<file path="src/rtl/count_capture_fifo.sv">
// count_capture_fifo: timestamps rising edges of an event strobe against a
// free-running counter and queues the snapshots in a small FIFO drained
// through a valid/ready interface.
//
// Ports:
//   clk, rst_n   clock and asynchronous active-low reset
//   count_in     counter value to snapshot
//   evt_in       event strobe, captured on its rising edge
//   en           capture enable (events ignored while low)
//   clr_ovf      synchronous clear of the overflow sticky flag
//   out_data     head entry (oldest snapshot), read straight from storage
//   out_valid    FIFO non-empty
//   out_ready    consumer accepts head when out_valid is high
//   level        occupied entries, 0..DEPTH
//   ovf          sticky: a capture was dropped because the FIFO was full
//
// Build option: define CAPTURE_SYNC_EN to insert a 2-flop synchroniser on
// evt_in (adds 2 cycles of capture latency, for asynchronous event sources).

module count_capture_fifo #(
  parameter int unsigned WIDTH = 8,
  parameter int unsigned DEPTH = 4,
  parameter int unsigned LVLW  = $clog2(DEPTH) + 1
) (
  input  logic             clk,
  input  logic             rst_n,
  input  logic [WIDTH-1:0] count_in,
  input  logic             evt_in,
  input  logic             en,
  input  logic             clr_ovf,
  output logic [WIDTH-1:0] out_data,
  output logic             out_valid,
  input  logic             out_ready,
  output logic [LVLW-1:0]  level,
  output logic             ovf
);

  localparam int unsigned PTRW = (DEPTH > 1) ? $clog2(DEPTH) : 1;

  logic             evt_s;
  logic             evt_q;
  logic             rise;
  logic             push_req;
  logic             pop;
  logic             full;
  logic             push;
  logic             drop;
  logic [LVLW-1:0]  level_nxt;
  logic [PTRW-1:0]  wptr;
  logic [PTRW-1:0]  rptr;
  logic [WIDTH-1:0] mem [DEPTH];

`ifdef CAPTURE_SYNC_EN
  logic sync1;
  logic sync2;

  // Synchroniser flops reset high so a strobe held through reset never fires.
  always_ff @(posedge clk or negedge rst_n) begin
    if (!rst_n) begin
      sync1 <= 1'b1;
      sync2 <= 1'b1;
    end else begin
      sync1 <= evt_in;
      sync2 <= sync1;
    end
  end

  assign evt_s = sync2;
`else
  assign evt_s = evt_in;
`endif

  // Edge-detector history; tracks regardless of en so a late enable cannot fire.
  always_ff @(posedge clk or negedge rst_n) begin
    if (!rst_n) begin
      evt_q <= 1'b1;
    end else begin
      evt_q <= evt_s;
    end
  end

  // Push/pop decisions; a push into a full FIFO only lands if a pop frees a slot.
  always_comb begin
    rise      = evt_s & ~evt_q;
    push_req  = rise & en;
    pop       = out_valid & out_ready;
    full      = (level == LVLW'(DEPTH));
    push      = push_req & (~full | pop);
    drop      = push_req & full & ~pop;
    level_nxt = level;
    unique case ({push, pop})
      2'b10:   level_nxt = level + LVLW'(1);
      2'b01:   level_nxt = level - LVLW'(1);
      default: level_nxt = level;
    endcase
  end

  // Occupancy, pointers and overflow flag; a dropped push beats clr_ovf.
  always_ff @(posedge clk or negedge rst_n) begin
    if (!rst_n) begin
      level     <= '0;
      out_valid <= 1'b0;
      wptr      <= '0;
      rptr      <= '0;
      ovf       <= 1'b0;
    end else begin
      level     <= level_nxt;
      out_valid <= (level_nxt != '0);
      if (push) wptr <= wptr + PTRW'(1);
      if (pop)  rptr <= rptr + PTRW'(1);
      if (drop) begin
        ovf <= 1'b1;
      end else if (clr_ovf) begin
        ovf <= 1'b0;
      end
    end
  end

  // Snapshot storage.
  always_ff @(posedge clk or negedge rst_n) begin
    if (!rst_n) begin
      for (int i = 0; i < int'(DEPTH); i++) mem[i] <= '0;
    end else if (push) begin
      mem[wptr] <= count_in;
    end
  end

  assign out_data = mem[rptr];

endmodule

</file>
<file path="config.mk">
export PLATFORM = sky130hd
export DESIGN_NAME = count_capture_fifo
export DESIGN_NICKNAME = d
export VERILOG_FILES = /design/src/rtl/count_capture_fifo.sv
export SDC_FILE = /design/constraint.sdc
export NUM_CORES = 1
export LEC_CHECK = 0
export BUFFER_PORTS_ARGS = -buffer_cell sky130_fd_sc_hd__buf_2
export CELL_PAD_IN_SITES_DETAIL_PLACEMENT = 1
export CELL_PAD_IN_SITES_GLOBAL_PLACEMENT = 1
export CORE_ASPECT_RATIO = 0.9
export CORE_UTILIZATION = 30
export DETAILED_ROUTE_END_ITERATION = 8
export PLACE_DENSITY = 0.59
export SLEW_MARGIN = 20
export SYNTH_ARGS = -nofsm -noshare
export SYNTH_HDL_FRONTEND = slang
export SYNTH_SLANG_ARGS = --single-unit
export TNS_END_PERCENT = 50
</file>
<file path="constraint.sdc">
create_clock -name clk -period 6.47 [get_ports clk]
set_clock_uncertainty 0.2 [all_clocks]
set_input_delay 0.9705 -clock clk [delete_from_list [all_inputs] [get_ports clk]]
set_output_delay 0.9705 -clock clk [all_outputs]
set_load 0.02 [all_outputs]
</file>
==> flow_summary.ini <==
[sta]
rsz0062_at_grt = false
tns_ns = 0
finalWorstSetupSlack_ns = 3.460
setup_viol = 0
tightest_slew_ns = 0.9455
period_minus_slack_ns = 3.010
maxSlewHeadroom_pct = 36.97
maxSlewViolCount = 0
whs_ns = 0.3094
max_freq_ghz = 0.3323
period_share_pct = 46.52
hold_viol_final = 0

[clock_tree]
cts_buffers = 5
tritoncts = yes
htree_levels = 2
cts_resized = 0
max-clock-path-buffers = 2
clk-insertion-delay-late_ns = 0.29
cts-root-buf = clkbuf_8
hold_buffers = 0
post_cts_buffers = 0
clk_pin_slew_ns = 0.08
clock-sinks = 42

[worst_setup_path]
critical_path.startpoint = out_ready
arrival_ns = 2.97
path_cells = buf_2 -> a211oi_2 -> a21oi_1 -> inv_1 -> ha_1 -> fa_1 -> mux2_2 -> nor2_1 -> nand3_1
crit_family = compound AO/OA/AOI/OAI gates
critical_path_buf_inv_count = 2
r2r_end = out_valid
critical_path_class = in -> reg
path_max_fanout = 6
ff2ff_setup_slack_ns = 3.76
max_stage_delay_ns = 0.46
slowest_stage = a211oi_2
r2r_cells = 8
crit_required_ns = 6.43
worstSetupStartpointType = primary input
endpoint_kind = flip-flop
rr_startpoint = level[1]

[floorplanning]
initial_core_util_pct = 31.18
die-area_sq_mm = 0.006713
fp.dieW_um = 86.26
num_io_pins = 27
dieHeight_um = 77.83
rows = 27
core_sq_mm = 0.006148

[drt]
wl_per_cell_um = 16.51
drt-pass1-iter-count = 4
drc = 0
drtIter0Drc = 52
vias_per_cell = 4.546
vias = 1091
routed_wl_mm = 3.963
final_antenna_net_count = 0

[yosys]
postSynthNetCount = 142
ys.flop_type = dfrtp_1
synthesis.area_sq_mm = 0.001917
synth_edf_count = 0
avgSynthCellArea_sq_um = 15.71
async_reset_ff_share_pct = 100.0
ys_types = 21
synth.ff_latch_count = 42
syn_inst = 122
yosys_warnings = 0
seq_area_frac_synth_pct = 54.90

[global_route]
grt_max_degree = 43
grt_pass1_wl_mm = 6.617
antenna_found_initial = 0
grt-ovfl-total = 0
grt_pass1_vias = 1296
grt_util_all_layers_pct = 13.30

[min_path]
hp-class = reg -> reg
hold_end = mem[19]
worstHoldStart = mem[19]
whs_path_depth = 1

[layout]
final_common_cell = dfrtp_1
fillers = 668
n_antenna_cell = 0
syn2layout_area_growth_pct = 16.78
fin_cells = 240
nets = 172
mostFrequentLayoutCells = dfrtp_1 (41), mux2_2 (34), buf_2 (26)
final_core_util_pct = 36.41
final_layout_size_suffix_gt1_share_pct = 54.90

[power_and_ir_drop]
p_leak_nw = 0.9699
p_per_area_mw_per_mm2 = 499.0
ir_drop_mv = 0.1912

[placement]
placed_cells = 232
port_buffers = 26
place_ws_ns = 3.157
hpwlAfterDp_mm = 2.815
gp_congestion = 0.6654

[outcome]
status = complete, no violations

[job]
max_cap_viol_count = 0
==> worst register-to-register path, delay by kind of cell, from the launching register on <==
kind	cells	cell delay, ns
DFF	1	0.44
AOI/OAI and AO/OA	2	0.74
and+or+nand+nor	2	0.18
buffers and inverters	1	0.10
adders and majority gates	2	0.63
muxes	1	0.28
==> per-stage QoR <==
step                      total power (W)  cell area, sq um
after floorplan                 0.0008144              1917
final                            0.001117              2238
after CTS                        0.001138              2238
after global routing             0.001196              2238
after global placement          0.0009222              2143
after detailed placement        0.0009579              2143
==> cells in the mapped netlist (2+ instances only) <==
cell,n,area [sq um]
inv_1,8,30.03
ha_1,5,62.56
nand2_1,3,11.26
a211oi_2,5,62.56
mux4_2,8,180.2
mux2_2,34,382.9
clkbuf_1,2,7.510
dfrtp_1,41,1026
xnor2_1,4,35.03
==> sequential cells by signal (all words and copies together), names as in the netlist <==
| name | cells |
|---|---|
| evt_q | 1 |
| level | 3 |
| mem | 32 |
| out_valid | 1 |
| ovf | 1 |
| rptr | 2 |
| wptr | 2 |
==> area by class of cell <==
type / count / area [sq um] / share of cell area, %
Timing Repair Buffer: 26 / 130.1 / 5.813
Clock buffer: 6 / 82.58 / 3.689
Tap cell: 87 / 108.9 / 4.863
Clock inverter: 2 / 12.51 / 0.5590
Multi-Input combinational cell: 69 / 822.0 / 36.72
Sequential cell: 42 / 1052 / 47.01
Inverter: 8 / 30.03 / 1.342
==> per-layer routing <==
| layer | routed length, um | share of wire [%] | global-route usage, % |
|---|---|---|---|
| met5 | 0 | 0 | 0 |
| met4 | 42 | 1.1 | 4.000 |
| met2 | 2017 | 51 | 22.38 |
| met3 | 131 | 3.3 | 3.511 |
| met1 | 1772 | 45 | 16.67 |
==> power by group <==
group | internal, W | total, W | switching (W)
sequential | 0.000386 | 0.000496 | 0.000110
combinational | 0.000239 | 0.000445 | 0.000206
clock | 0.0000858 | 0.000176 | 0.0000905
==> worst max path at each step <==
| stage | end | slack, ns | depth (start not counted) |
|---|---|---|---|
| 2_1_floorplan | out_valid | 3.48 | 8 |
| 3_3_place_gp | out_valid | 3.26 | 9 |
| 3_5_place_dp | out_valid | 3.16 | 9 |
| 4_1_cts | out_data[3] | 3.44 | 2 |
| 5_1_grt | out_valid | 3.33 | 9 |
| 6_report | out_valid | 3.46 | 9 |
==> kinds of logic after synthesis <==
kind of cell	count (synthesis)	share of synthesized area, %
flip-flops	42	54.90
adder cells (fa/ha/maj)	6	4.308
buffers and inverters	11	2.219
AND/OR/NAND/NOR	8	2.807
AO/OA/AOI/OAI	8	4.112
multiplexers	42	29.37
XOR/XNOR	5	2.284
Power figures use the tool's default switching activity.
